### src/rtl/core_run_ctrl.sv
// Run sequencer for CORE instances: arm delay, level start, halt collection,
// cycle-budget watchdog and registered status reporting.
module core_run_ctrl #(
  parameter int unsigned NCORE   = 1,
  parameter int unsigned CW      = 16,
  parameter int unsigned TIMEOUT = 30,
  parameter int unsigned ARM_DLY = 1
) (
  input  logic             clk,
  input  logic             rst_n,
  input  logic             go,
  input  logic [NCORE-1:0] core_halt,
  output logic [NCORE-1:0] core_start,
  output logic             busy,
  output logic             done,
  output logic             timeout,
  output logic [NCORE-1:0] halted_mask,
  output logic [CW-1:0]    cycles
);

  localparam int unsigned   AW      = (ARM_DLY > 1) ? $clog2(ARM_DLY + 1) : 1;
  localparam logic [CW-1:0] CYC_MAX = '1;
  localparam logic [CW-1:0] TO_LIM  = CW'(TIMEOUT);
  localparam logic [AW-1:0] ARM_LIM = AW'(ARM_DLY);

  typedef enum logic [1:0] {
    IDLE,
    ARM,
    RUN,
    DONE
  } state_t;

  state_t           state, state_nx;
  logic [AW-1:0]    arm_cnt, arm_cnt_nx;
  logic [CW-1:0]    cyc, cyc_nx, cyc_inc;
  logic [NCORE-1:0] mask, mask_nx, mask_upd;
  logic             to, to_nx;
  logic             start_q, busy_q, done_q;

  always_comb begin
    state_nx   = state;
    arm_cnt_nx = arm_cnt;
    cyc_nx     = cyc;
    mask_nx    = mask;
    to_nx      = to;
    mask_upd   = mask | core_halt;
    cyc_inc    = (cyc == CYC_MAX) ? cyc : cyc + 1'b1;

    case (state)
      IDLE, DONE: begin
        if (go) begin
          state_nx   = (ARM_DLY > 0) ? ARM : RUN;
          arm_cnt_nx = '0;
          cyc_nx     = '0;
          mask_nx    = '0;
          to_nx      = 1'b0;
        end
      end
      ARM: begin
        arm_cnt_nx = arm_cnt + 1'b1;
        if (arm_cnt_nx == ARM_LIM) state_nx = RUN;
      end
      RUN: begin
        cyc_nx  = cyc_inc;
        mask_nx = mask_upd;
        // Full mask is tested first so a last halt on the budget edge wins.
        if (&mask_upd) begin
          state_nx = DONE;
        end else if (cyc_inc == TO_LIM) begin
          state_nx = DONE;
          to_nx    = 1'b1;
        end
      end
      default: state_nx = IDLE;
    endcase
  end

  always_ff @(posedge clk or negedge rst_n) begin
    if (!rst_n) begin
      state   <= IDLE;
      arm_cnt <= '0;
      cyc     <= '0;
      mask    <= '0;
      to      <= 1'b0;
      start_q <= 1'b0;
      busy_q  <= 1'b0;
      done_q  <= 1'b0;
    end else begin
      state   <= state_nx;
      arm_cnt <= arm_cnt_nx;
      cyc     <= cyc_nx;
      mask    <= mask_nx;
      to      <= to_nx;
      start_q <= (state_nx == RUN);
      busy_q  <= (state_nx == ARM) || (state_nx == RUN);
      done_q  <= (state_nx == DONE);
    end
  end

  assign core_start  = {NCORE{start_q}};
  assign busy        = busy_q;
  assign done        = done_q;
  assign timeout     = to;
  assign halted_mask = mask;
  assign cycles      = cyc;

endmodule
### config.mk
export PLATFORM = sky130hd
export DESIGN_NAME = core_run_ctrl
export DESIGN_NICKNAME = d
export VERILOG_FILES = /design/src/rtl/core_run_ctrl.sv
export SDC_FILE = /design/constraint.sdc
export NUM_CORES = 1
export LEC_CHECK = 0
export ABC_CLOCK_PERIOD_IN_PS = 5090
export BUFFER_PORTS_ARGS = -buffer_cell sky130_fd_sc_hd__buf_2
export CAP_MARGIN = 0
export CELL_PAD_IN_SITES_DETAIL_PLACEMENT = 1
export CELL_PAD_IN_SITES_GLOBAL_PLACEMENT = 1
export CORE_MARGIN = 2
export CORE_UTILIZATION = 45
export DETAILED_ROUTE_END_ITERATION = 12
export PLACE_DENSITY = 0.89
export REMOVE_ABC_BUFFERS = 1
export SLEW_MARGIN = 20
export SYNTH_ARGS = -nofsm -noshare
export SYNTH_HDL_FRONTEND = slang
export SYNTH_SLANG_ARGS = --single-unit
### constraint.sdc
create_clock -name clk -period 5.09 [get_ports clk]
set_clock_uncertainty 0.2 [all_clocks]
set_input_delay 0.2545 -clock clk [delete_from_list [all_inputs] [get_ports clk]]
set_output_delay 0.2545 -clock clk [all_outputs]
set_load 0.02 [all_outputs]
==> impl_metrics.xml, run 1 <==
<?xml version="1.0" encoding="UTF-8"?>
<metrics>
  <group name="floorplanning">
    <metric name="initial_utilization" unit="">0.4644</metric>
    <metric name="chipWidth" unit="µm">62.22</metric>
    <metric name="fp-row-count" unit="">21</metric>
    <metric name="fp.dieArea" unit="µm²">3871</metric>
    <metric name="chipHeight" unit="µm">62.22</metric>
    <metric name="core_region_area" unit="µm²">3284</metric>
    <metric name="num_io_pins" unit="">25</metric>
  </group>
  <group name="run_status">
    <metric name="status" unit="">finished, final reports clean</metric>
  </group>
  <group name="synth">
    <metric name="syn_inst" unit="">177</metric>
    <metric name="synthAdderAreaFrac" unit="">0.04102</metric>
    <metric name="yosys.area_share.simple" unit="">0.2691</metric>
    <metric name="yosysSeqAreaShare" unit="">0.3938</metric>
    <metric name="main_combinational_cell_family_by_area_after_synthesis" unit="">simple AND/OR/NAND/NOR gates</metric>
    <metric name="synth_area_per_cell" unit="µm²">8.617</metric>
    <metric name="post-synth-top-area-fraction" unit="">0.3938</metric>
    <metric name="synth_xor_xnor_area_share" unit="">0.02789</metric>
    <metric name="synth-edff-count" unit="">0</metric>
    <metric name="synthDistinctLibCells" unit="">46</metric>
    <metric name="ys_top_cells_by_area" unit="">sky130_fd_sc_hd__dfrtp_1 39%, sky130_fd_sc_hd__o21ai_0 6.9%, sky130_fd_sc_hd__nand2_1 4.4%</metric>
    <metric name="syn-cell-area" unit="µm²">1525</metric>
    <metric name="yosysTopAreaCell" unit="">sky130_fd_sc_hd__dfrtp_1</metric>
    <metric name="synth.mux.area_fraction" unit="">0.02133</metric>
    <metric name="dominantRegCellSynth" unit="">sky130_fd_sc_hd__dfrtp_1</metric>
    <metric name="synthesis.yosys.warnings" unit="">0</metric>
    <metric name="synth_async_sr_flop_share" unit="">1.000</metric>
    <metric name="ys_seq_elements" unit="">24</metric>
    <metric name="synth_compound_gate_area_share" unit="">0.2116</metric>
  </group>
  <group name="placement">
    <metric name="dpl.hpwl" unit="mm">3.208</metric>
    <metric name="port_buffers" unit="">24</metric>
    <metric name="weighted_congestion_reported_at_the_end_of_routability_driven_placement" unit="">0.8590</metric>
    <metric name="place.detailed.instances" unit="">238</metric>
  </group>
  <group name="final_layout">
    <metric name="layout.core_utilization" unit="">0.5299</metric>
    <metric name="fill_cells" unit="">401</metric>
    <metric name="flow.area_growth_from_synthesis" unit="%">14.11</metric>
    <metric name="nNetsFinal" unit="">208</metric>
    <metric name="diodes" unit="">0</metric>
    <metric name="final_cells" unit="">244</metric>
    <metric name="drive_gt1_frac" unit="">0.2020</metric>
  </group>
  <group name="worst_setup_path">
    <metric name="crit_type" unit="">flop to flop</metric>
    <metric name="regToRegStartpoint" unit="">cycles[0]</metric>
    <metric name="worstSetupStartpointType" unit="">flop</metric>
    <metric name="setup.worst_path.end_class" unit="">flop</metric>
    <metric name="worstSetupStartpoint" unit="">cycles[0]</metric>
    <metric name="path_max_fanout" unit="">8</metric>
    <metric name="crit_end" unit="">busy</metric>
    <metric name="rr_endpoint" unit="">busy</metric>
    <metric name="regToRegSetupSlack" unit="ns">2.18</metric>
    <metric name="arrival" unit="ns">2.97</metric>
    <metric name="timing.reg2reg.worst_path_depth" unit="">9</metric>
    <metric name="worstPathRequired" unit="ns">5.15</metric>
  </group>
  <group name="clocking">
    <metric name="clk_root_buffer_cell" unit="">sky130_fd_sc_hd__clkbuf_4</metric>
    <metric name="total_clock_buffers_created_by_cts" unit="">3</metric>
    <metric name="worstSkewPairLatency" unit="ns">0.34</metric>
    <metric name="cts-root-to-sink-buffers" unit="">2</metric>
    <metric name="cts_repair_resize_count" unit="">0</metric>
    <metric name="tritoncts" unit="">built</metric>
    <metric name="cts.sink_count" unit="">24</metric>
    <metric name="cts.htree.levels" unit="">1</metric>
    <metric name="clk_transition_reported_paths" unit="ns">0.16</metric>
  </group>
  <group name="routing">
    <metric name="drtPass1Iterations" unit="">4</metric>
    <metric name="routedWlPerCell" unit="µm">18.75</metric>
    <metric name="first_iter_violations" unit="">99</metric>
    <metric name="detailroute.via_count" unit="">1491</metric>
    <metric name="antenna_violating_nets_post_route" unit="">0</metric>
    <metric name="drt-vias-per-instance" unit="">6.111</metric>
    <metric name="routed_wirelength" unit="mm">4.576</metric>
    <metric name="drt_drc_violations_left" unit="">0</metric>
  </group>
  <group name="sta">
    <metric name="worst_hold_slack" unit="ns">0.08077</metric>
    <metric name="setup_viol" unit="">0</metric>
    <metric name="timing.final.hold_violations" unit="">0</metric>
    <metric name="grt_setup_unrepaired" unit="">false</metric>
    <metric name="post-route-period-util" unit="">0.5725</metric>
    <metric name="relSlewSlack" unit="">0.4997</metric>
    <metric name="timing.fmax" unit="GHz">0.3432</metric>
    <metric name="report.final.slew_viol_count" unit="">0</metric>
    <metric name="finalWorstPathRequiredPeriod" unit="ns">2.914</metric>
    <metric name="tns" unit="ns">0</metric>
    <metric name="worstMarginPinSlew" unit="ns">0.7503</metric>
  </group>
  <group name="power">
    <metric name="power.ir.vdd_worst" unit="mV">0.2148</metric>
    <metric name="leakage" unit="µW">0.0008054</metric>
    <metric name="pwr_density_cell" unit="nW/µm²">454.3</metric>
    <metric name="finalPower" unit="µW">790.7</metric>
  </group>
  <group name="job">
    <metric name="maxCapViolations" unit="">0</metric>
  </group>
  <group name="global_route">
    <metric name="global_route_wire_length_before_repair" unit="mm">7.541</metric>
    <metric name="grt_antenna_before_repair" unit="">0</metric>
    <metric name="global_route.usage.total" unit="">0.2442</metric>
    <metric name="globalRoute.totalOverflow" unit="">0</metric>
    <metric name="first_global_vias" unit="">1539</metric>
    <metric name="grt_start_max_net_pins" unit="">25</metric>
  </group>
  <group name="worst_hold_path">
    <metric name="holdCritPathClass" unit="">primary input to flop</metric>
    <metric name="hold_path_startpoint" unit="">go</metric>
  </group>
</metrics>
## per-stage QoR
| stage | worst slack [ns] | cell area, µm² |
|---|---|---|
| final | 2.176 | 1740 |
| after global routing | 1.998 | 1740 |
| after CTS | 2.186 | 1727 |
| after detailed placement | 2.210 | 1664 |
| after global placement | 2.341 | 1664 |
| after floorplan | 2.319 | 1486 |
## final cells by class
type / count / area [µm²] / share of cell area
Tap cell: 46 / 57.56 / 0.03307
Sequential cell: 24 / 600.6 / 0.3451
Multi-Input combinational cell: 140 / 874.6 / 0.5025
Inverter: 4 / 15.01 / 0.008627
Timing Repair Buffer: 26 / 140.1 / 0.08052
Clock buffer: 3 / 22.52 / 0.01294
Clock inverter: 1 / 30.03 / 0.01725
## per-layer routing
| layer | share of wire | wire length [µm] | global-route usage | vias up |
|---|---|---|---|---|
| met5 | 0 | 0 | 0 | - |
| met4 | 0.024 | 112 | 0.1000 | 0 |
| met3 | 0.036 | 165 | 0.03261 | 12 |
| met2 | 0.49 | 2253 | 0.4198 | 43 |
| met1 | 0.45 | 2044 | 0.3105 | 747 |
| li1 | - | - | - | 689 |
## what timing repair did
item,CTS,global route
hold buffers,1,1
buffers inserted,0,0
endpoints found under the hold margin,24,1
## cells in the mapped netlist (2+ instances only)
library cell and number:
sky130_fd_sc_hd__a21oi_1 13, sky130_fd_sc_hd__a31oi_1 8, sky130_fd_sc_hd__and3_1 3, sky130_fd_sc_hd__buf_2 3, sky130_fd_sc_hd__clkbuf_1 5, sky130_fd_sc_hd__dfrtp_1 24, sky130_fd_sc_hd__ha_1 5, sky130_fd_sc_hd__inv_1 4
sky130_fd_sc_hd__mux2_2 2, sky130_fd_sc_hd__nand2_1 18, sky130_fd_sc_hd__nand2b_1 4, sky130_fd_sc_hd__nand3_1 9, sky130_fd_sc_hd__nand4_1 5, sky130_fd_sc_hd__nand4b_1 2, sky130_fd_sc_hd__nor2_1 17, sky130_fd_sc_hd__o21ai_0 21
sky130_fd_sc_hd__o31ai_1 3, sky130_fd_sc_hd__or3_1 2, sky130_fd_sc_hd__xnor2_1 2
## critical path, cell delays in order (launching register included)
cell and delay [ns]:
sky130_fd_sc_hd__dfrtp_1 0.49, sky130_fd_sc_hd__ha_1 0.36, sky130_fd_sc_hd__nand4_4 0.21, sky130_fd_sc_hd__or3_4 0.43
sky130_fd_sc_hd__and3_4 0.20, sky130_fd_sc_hd__xnor2_2 0.11, sky130_fd_sc_hd__nand4b_1 0.18, sky130_fd_sc_hd__o31a_1 0.34
sky130_fd_sc_hd__ha_1 0.27, sky130_fd_sc_hd__inv_1 0.03
## sequential cells by signal, indices dropped and copies added, names as in the netlist
signal	cells
cycles	16
state	2
arm_cnt	1
busy	1
core_start	1
done	1
halted_mask	1
timeout	1
## report_power, final
group | leakage [µW] | internal (µW) | switching, µW
logic | 0.000453 | 124 | 263
clock network | 0.0000279 | 79.7 | 67.5
registers | 0.000324 | 226 | 31.4
total | 0.000805 | 429 | 362
## placed cells by master, fill, tap and decap left out, drive strengths merged, types with 2 or more instances in the layout
master / n
dlygate4sd3: 2
o21ai: 22
nand3: 10
nand2b: 4
buf: 24
xnor2: 3
o31ai: 3
and3: 5
a21oi: 13
dfrtp: 24
clkbuf: 3
inv: 4
a31oi: 8
nand2: 18
ha: 5
a211o: 2
or3: 3
mux2: 2
nand4b: 2
nand4: 6
nor2: 18
## cell families after synthesis
group,count (synthesis)
compound gates,55
xor+xnor,4
fa+ha+maj,5
buf+inv,13
flops,24
mux,3
simple gates,73
## how the worst min path moves through the flow
stage	endpoint	slack [ns]	cells after the start
after floorplan	arm_cnt	-0.24	0
after global placement	cycles[5]	0.07	1
after detailed placement	cycles[5]	0.08	1
after CTS	timeout	0.01	3
after global routing	arm_cnt	0.08	4
final	arm_cnt	0.08	4
(Power assumes the default switching activity.)
==> run 2, diff against run 1 <==
- ABC_CLOCK_PERIOD_IN_PS: 5090 -> 2700
- CORE_UTILIZATION: 45 -> 42
- PLACE_DENSITY: 0.89 -> 0.84
- clock period: 5.09 -> 2.7 ns (I/O delays scaled with it)
==> run 2 against run 1 <==
  * Hold slack better by 0.024 ns
  * Power up 99%
  * Via count up 7.7%
  * Clock-buffer cell count unchanged
  * Sequential power up 88%
  * Maximum frequency up 9.8%
  * Register-to-register slack worse by 2.1 ns
  * Critical path depth unchanged
  * Setup slack worse by 2.1 ns
  * Sequential share of layout area down 3.8 points
  * Die area up 6.7%
  * Global-route usage down 1.1 points
  * Critical path type unchanged
  * Largest cell class unchanged
==> impl_metrics.xml, run 2 (synthesized netlist as in run 1, its figures left out) <==
<?xml version="1.0" encoding="UTF-8"?>
<metrics>
  <group name="worst_setup_path">
    <metric name="critical-path-max-stage-delay" unit="ns">0.45</metric>
    <metric name="regToRegStartpoint" unit="">cycles[0]</metric>
    <metric name="cp_num_buf_inv" unit="">2</metric>
    <metric name="worstSetupStartpointType" unit="">flop</metric>
    <metric name="setup.worst_path.end_class" unit="">flop</metric>
    <metric name="cp_cell_sequence" unit="">buf_6 &gt; nand3_2 &gt; nor3_4 &gt; and3_4 &gt; mux2i_1 &gt; nand4b_1 &gt; o31a_1 &gt; ha_1 &gt; inv_1</metric>
    <metric name="worstSetupStartpoint" unit="">cycles[0]</metric>
    <metric name="worstPathRequired" unit="ns">2.76</metric>
    <metric name="arrival" unit="ns">2.71</metric>
    <metric name="critPathTopFamily" unit="">simple AND/OR/NAND/NOR gates</metric>
    <metric name="crit_type" unit="">flop to flop</metric>
    <metric name="critical_path.slowest_cell" unit="">sky130_fd_sc_hd__dfrtp_1</metric>
    <metric name="path_max_fanout" unit="">7</metric>
  </group>
  <group name="power">
    <metric name="leakage" unit="µW">0.0009381</metric>
    <metric name="pwr_density_cell" unit="nW/µm²">804.5</metric>
    <metric name="seq_power_share" unit="">0.307</metric>
    <metric name="power.switching_fraction" unit="">0.4476</metric>
    <metric name="power.net_switching" unit="µW">705.1</metric>
    <metric name="comb_pwr_share" unit="">0.517</metric>
    <metric name="clock_power_share" unit="">0.176</metric>
    <metric name="finalPower" unit="µW">1575</metric>
    <metric name="power.ir.vdd_worst" unit="mV">0.5208</metric>
    <metric name="cellInternalPower" unit="µW">870.2</metric>
  </group>
  <group name="clocking">
    <metric name="cts.sink_count" unit="">24</metric>
    <metric name="clk_root_buffer_cell" unit="">sky130_fd_sc_hd__clkbuf_4</metric>
    <metric name="cts.htree.levels" unit="">1</metric>
    <metric name="tritoncts" unit="">built</metric>
    <metric name="cts-root-to-sink-buffers" unit="">2</metric>
    <metric name="clk_transition_reported_paths" unit="ns">0.15</metric>
    <metric name="worstSkewPairLatency" unit="ns">0.34</metric>
    <metric name="total_clock_buffers_created_by_cts" unit="">3</metric>
  </group>
  <group name="routing">
    <metric name="detailroute.via_count" unit="">1606</metric>
    <metric name="drt-vias-per-instance" unit="">6.015</metric>
    <metric name="antenna_violating_nets_post_route" unit="">0</metric>
    <metric name="routed_wirelength" unit="mm">5.190</metric>
    <metric name="routedWlPerCell" unit="µm">19.44</metric>
    <metric name="drtPass1Iterations" unit="">4</metric>
    <metric name="drt_drc_violations_left" unit="">0</metric>
    <metric name="first_iter_violations" unit="">66</metric>
  </group>
  <group name="global_route">
    <metric name="top_usage_layer" unit="">met2</metric>
    <metric name="grt_start_max_net_pins" unit="">25</metric>
    <metric name="global_route_wire_length_before_repair" unit="mm">7.493</metric>
    <metric name="grt_antenna_before_repair" unit="">0</metric>
    <metric name="first_global_vias" unit="">1552</metric>
    <metric name="global_route.usage.met1" unit="">0.3099</metric>
    <metric name="global_route.usage.total" unit="">0.2335</metric>
    <metric name="global_route.usage.met2" unit="">0.3854</metric>
    <metric name="grt.met3_usage" unit="">0.03873</metric>
    <metric name="globalRoute.totalOverflow" unit="">0</metric>
  </group>
  <group name="final_layout">
    <metric name="sequential_cell_area" unit="µm²">601.8</metric>
    <metric name="drive_gt1_frac" unit="">0.3032</metric>
    <metric name="largest_register_ffs" unit="">16</metric>
    <metric name="nNetsFinal" unit="">231</metric>
    <metric name="multi_input_area" unit="µm²">908.4</metric>
    <metric name="most_common_library_cell_in_the_layout_ignoring_fill_and_taps" unit="">sky130_fd_sc_hd__buf_2</metric>
    <metric name="fill_cells" unit="">425</metric>
    <metric name="layout.core_utilization" unit="">0.5733</metric>
    <metric name="most-common-layout-cells" unit="">24 x sky130_fd_sc_hd__buf_2, 23 x sky130_fd_sc_hd__dfrtp_1, 21 x sky130_fd_sc_hd__o21ai_0</metric>
    <metric name="diodes" unit="">0</metric>
    <metric name="final_cell_area" unit="µm²">1958</metric>
    <metric name="flow.area_growth_from_synthesis" unit="%">28.38</metric>
  </group>
  <group name="sta">
    <metric name="timing.fmax" unit="GHz">0.3768</metric>
    <metric name="finalWorstSetupSlack" unit="ns">0.04602</metric>
    <metric name="relSlewSlack" unit="">0.5807</metric>
    <metric name="worstMarginPinSlew" unit="ns">0.6289</metric>
    <metric name="report.final.slew_viol_count" unit="">0</metric>
    <metric name="setup_viol" unit="">0</metric>
    <metric name="finalWorstPathRequiredPeriod" unit="ns">2.654</metric>
    <metric name="post-route-period-util" unit="">0.9830</metric>
    <metric name="timing.final.hold_violations" unit="">0</metric>
  </group>
  <group name="placement">
    <metric name="weighted_congestion_reported_at_the_end_of_routability_driven_placement" unit="">0.8373</metric>
    <metric name="pre_cts_ws" unit="ns">0.01266</metric>
    <metric name="placement.cell_area" unit="µm²">1769</metric>
    <metric name="port_buffers" unit="">24</metric>
    <metric name="dpl.hpwl" unit="mm">3.246</metric>
  </group>
  <group name="floorplanning">
    <metric name="chipHeight" unit="µm">64.26</metric>
    <metric name="initial_utilization" unit="">0.4465</metric>
    <metric name="fp.dieArea" unit="µm²">4129</metric>
    <metric name="chipWidth" unit="µm">64.26</metric>
    <metric name="core_region_area" unit="µm²">3416</metric>
    <metric name="fp-row-count" unit="">21</metric>
    <metric name="num_io_pins" unit="">25</metric>
  </group>
  <group name="worst_hold_path">
    <metric name="holdCritPathClass" unit="">primary input to asynchronous set/reset pin</metric>
  </group>
  <group name="job">
    <metric name="maxCapViolations" unit="">0</metric>
  </group>
  <group name="run_status">
    <metric name="status" unit="">finished, final reports clean</metric>
  </group>
</metrics>
run 2: cell type report:
| cell class | instances | share of cell area |
|---|---|---|
| well taps | 46 | 0.02939 |
| clock inverters | 1 | 0.01534 |
| repair buffers | 49 | 0.1649 |
| clock buffers | 3 | 0.01150 |
| multi-input cells | 140 | 0.4639 |
| inverters | 4 | 0.007668 |
| flip-flops and latches | 24 | 0.3073 |
run 2: worst reg2reg max path, cell delays in order (launching register included):
cell and delay [ns]:
sky130_fd_sc_hd__dfrtp_1 0.45, sky130_fd_sc_hd__buf_6 0.15, sky130_fd_sc_hd__nand3_2 0.15, sky130_fd_sc_hd__nor3_4 0.30, sky130_fd_sc_hd__and3_4 0.25, sky130_fd_sc_hd__mux2i_1 0.27
sky130_fd_sc_hd__nand4b_1 0.21, sky130_fd_sc_hd__o31a_1 0.29, sky130_fd_sc_hd__ha_1 0.28, sky130_fd_sc_hd__inv_1 0.03
run 2: per-layer routing:
metal,routed length [µm],vias to the layer above
met4,78,0
li1,-,740
met5,0,-
met3,184,9
met1,2294,806
met2,2633,51
run 2: final timing paths:
path | depth (start not counted) | end | slack (ns)
setup / recovery | 9 | busy | 0.05
hold / removal | 2 | cycles[3] | 0.10
setup reg to reg | 9 | busy | 0.05
hold reg to reg | 1 | arm_cnt | 0.34
max in group asynchronous | 2 | cycles[3] | 1.80
min in group clk | 1 | arm_cnt | 0.34
run 2: power by group through the flow:
| stage | Clock (µW) | Sequential (µW) | Combinational, µW |
|---|---|---|---|
| after detailed placement | 0 | 482 | 748 |
| after CTS | 274 | 474 | 775 |
| after global routing | 287 | 490 | 915 |
| after global placement | 0 | 472 | 702 |
| final | 278 | 483 | 815 |
| after floorplan | 0 | 520 | 438 |
run 2: per-stage QoR:
step	hold slack (ns)	setup TNS [ns]	std cells
floorplan	-0.3606	-0.07090	168
global placement	-0.04839	0	252
detailed placement	-0.04001	0	252
CTS	0.1261	0	261
global route	0.1396	-0.2082	267
finish	0.1049	0	267
run 2: repair_timing:
| item | CTS | global route |
|---|---|---|
| endpoints found under the setup margin | 1 | 2 |
| resized for setup | 1 | 9 |
| pin swaps | 0 | 6 |
| endpoints found under the hold margin | 28 | 0 |
| hold buffers | 3 | 0 |
| setup buffers | 2 | 6 |
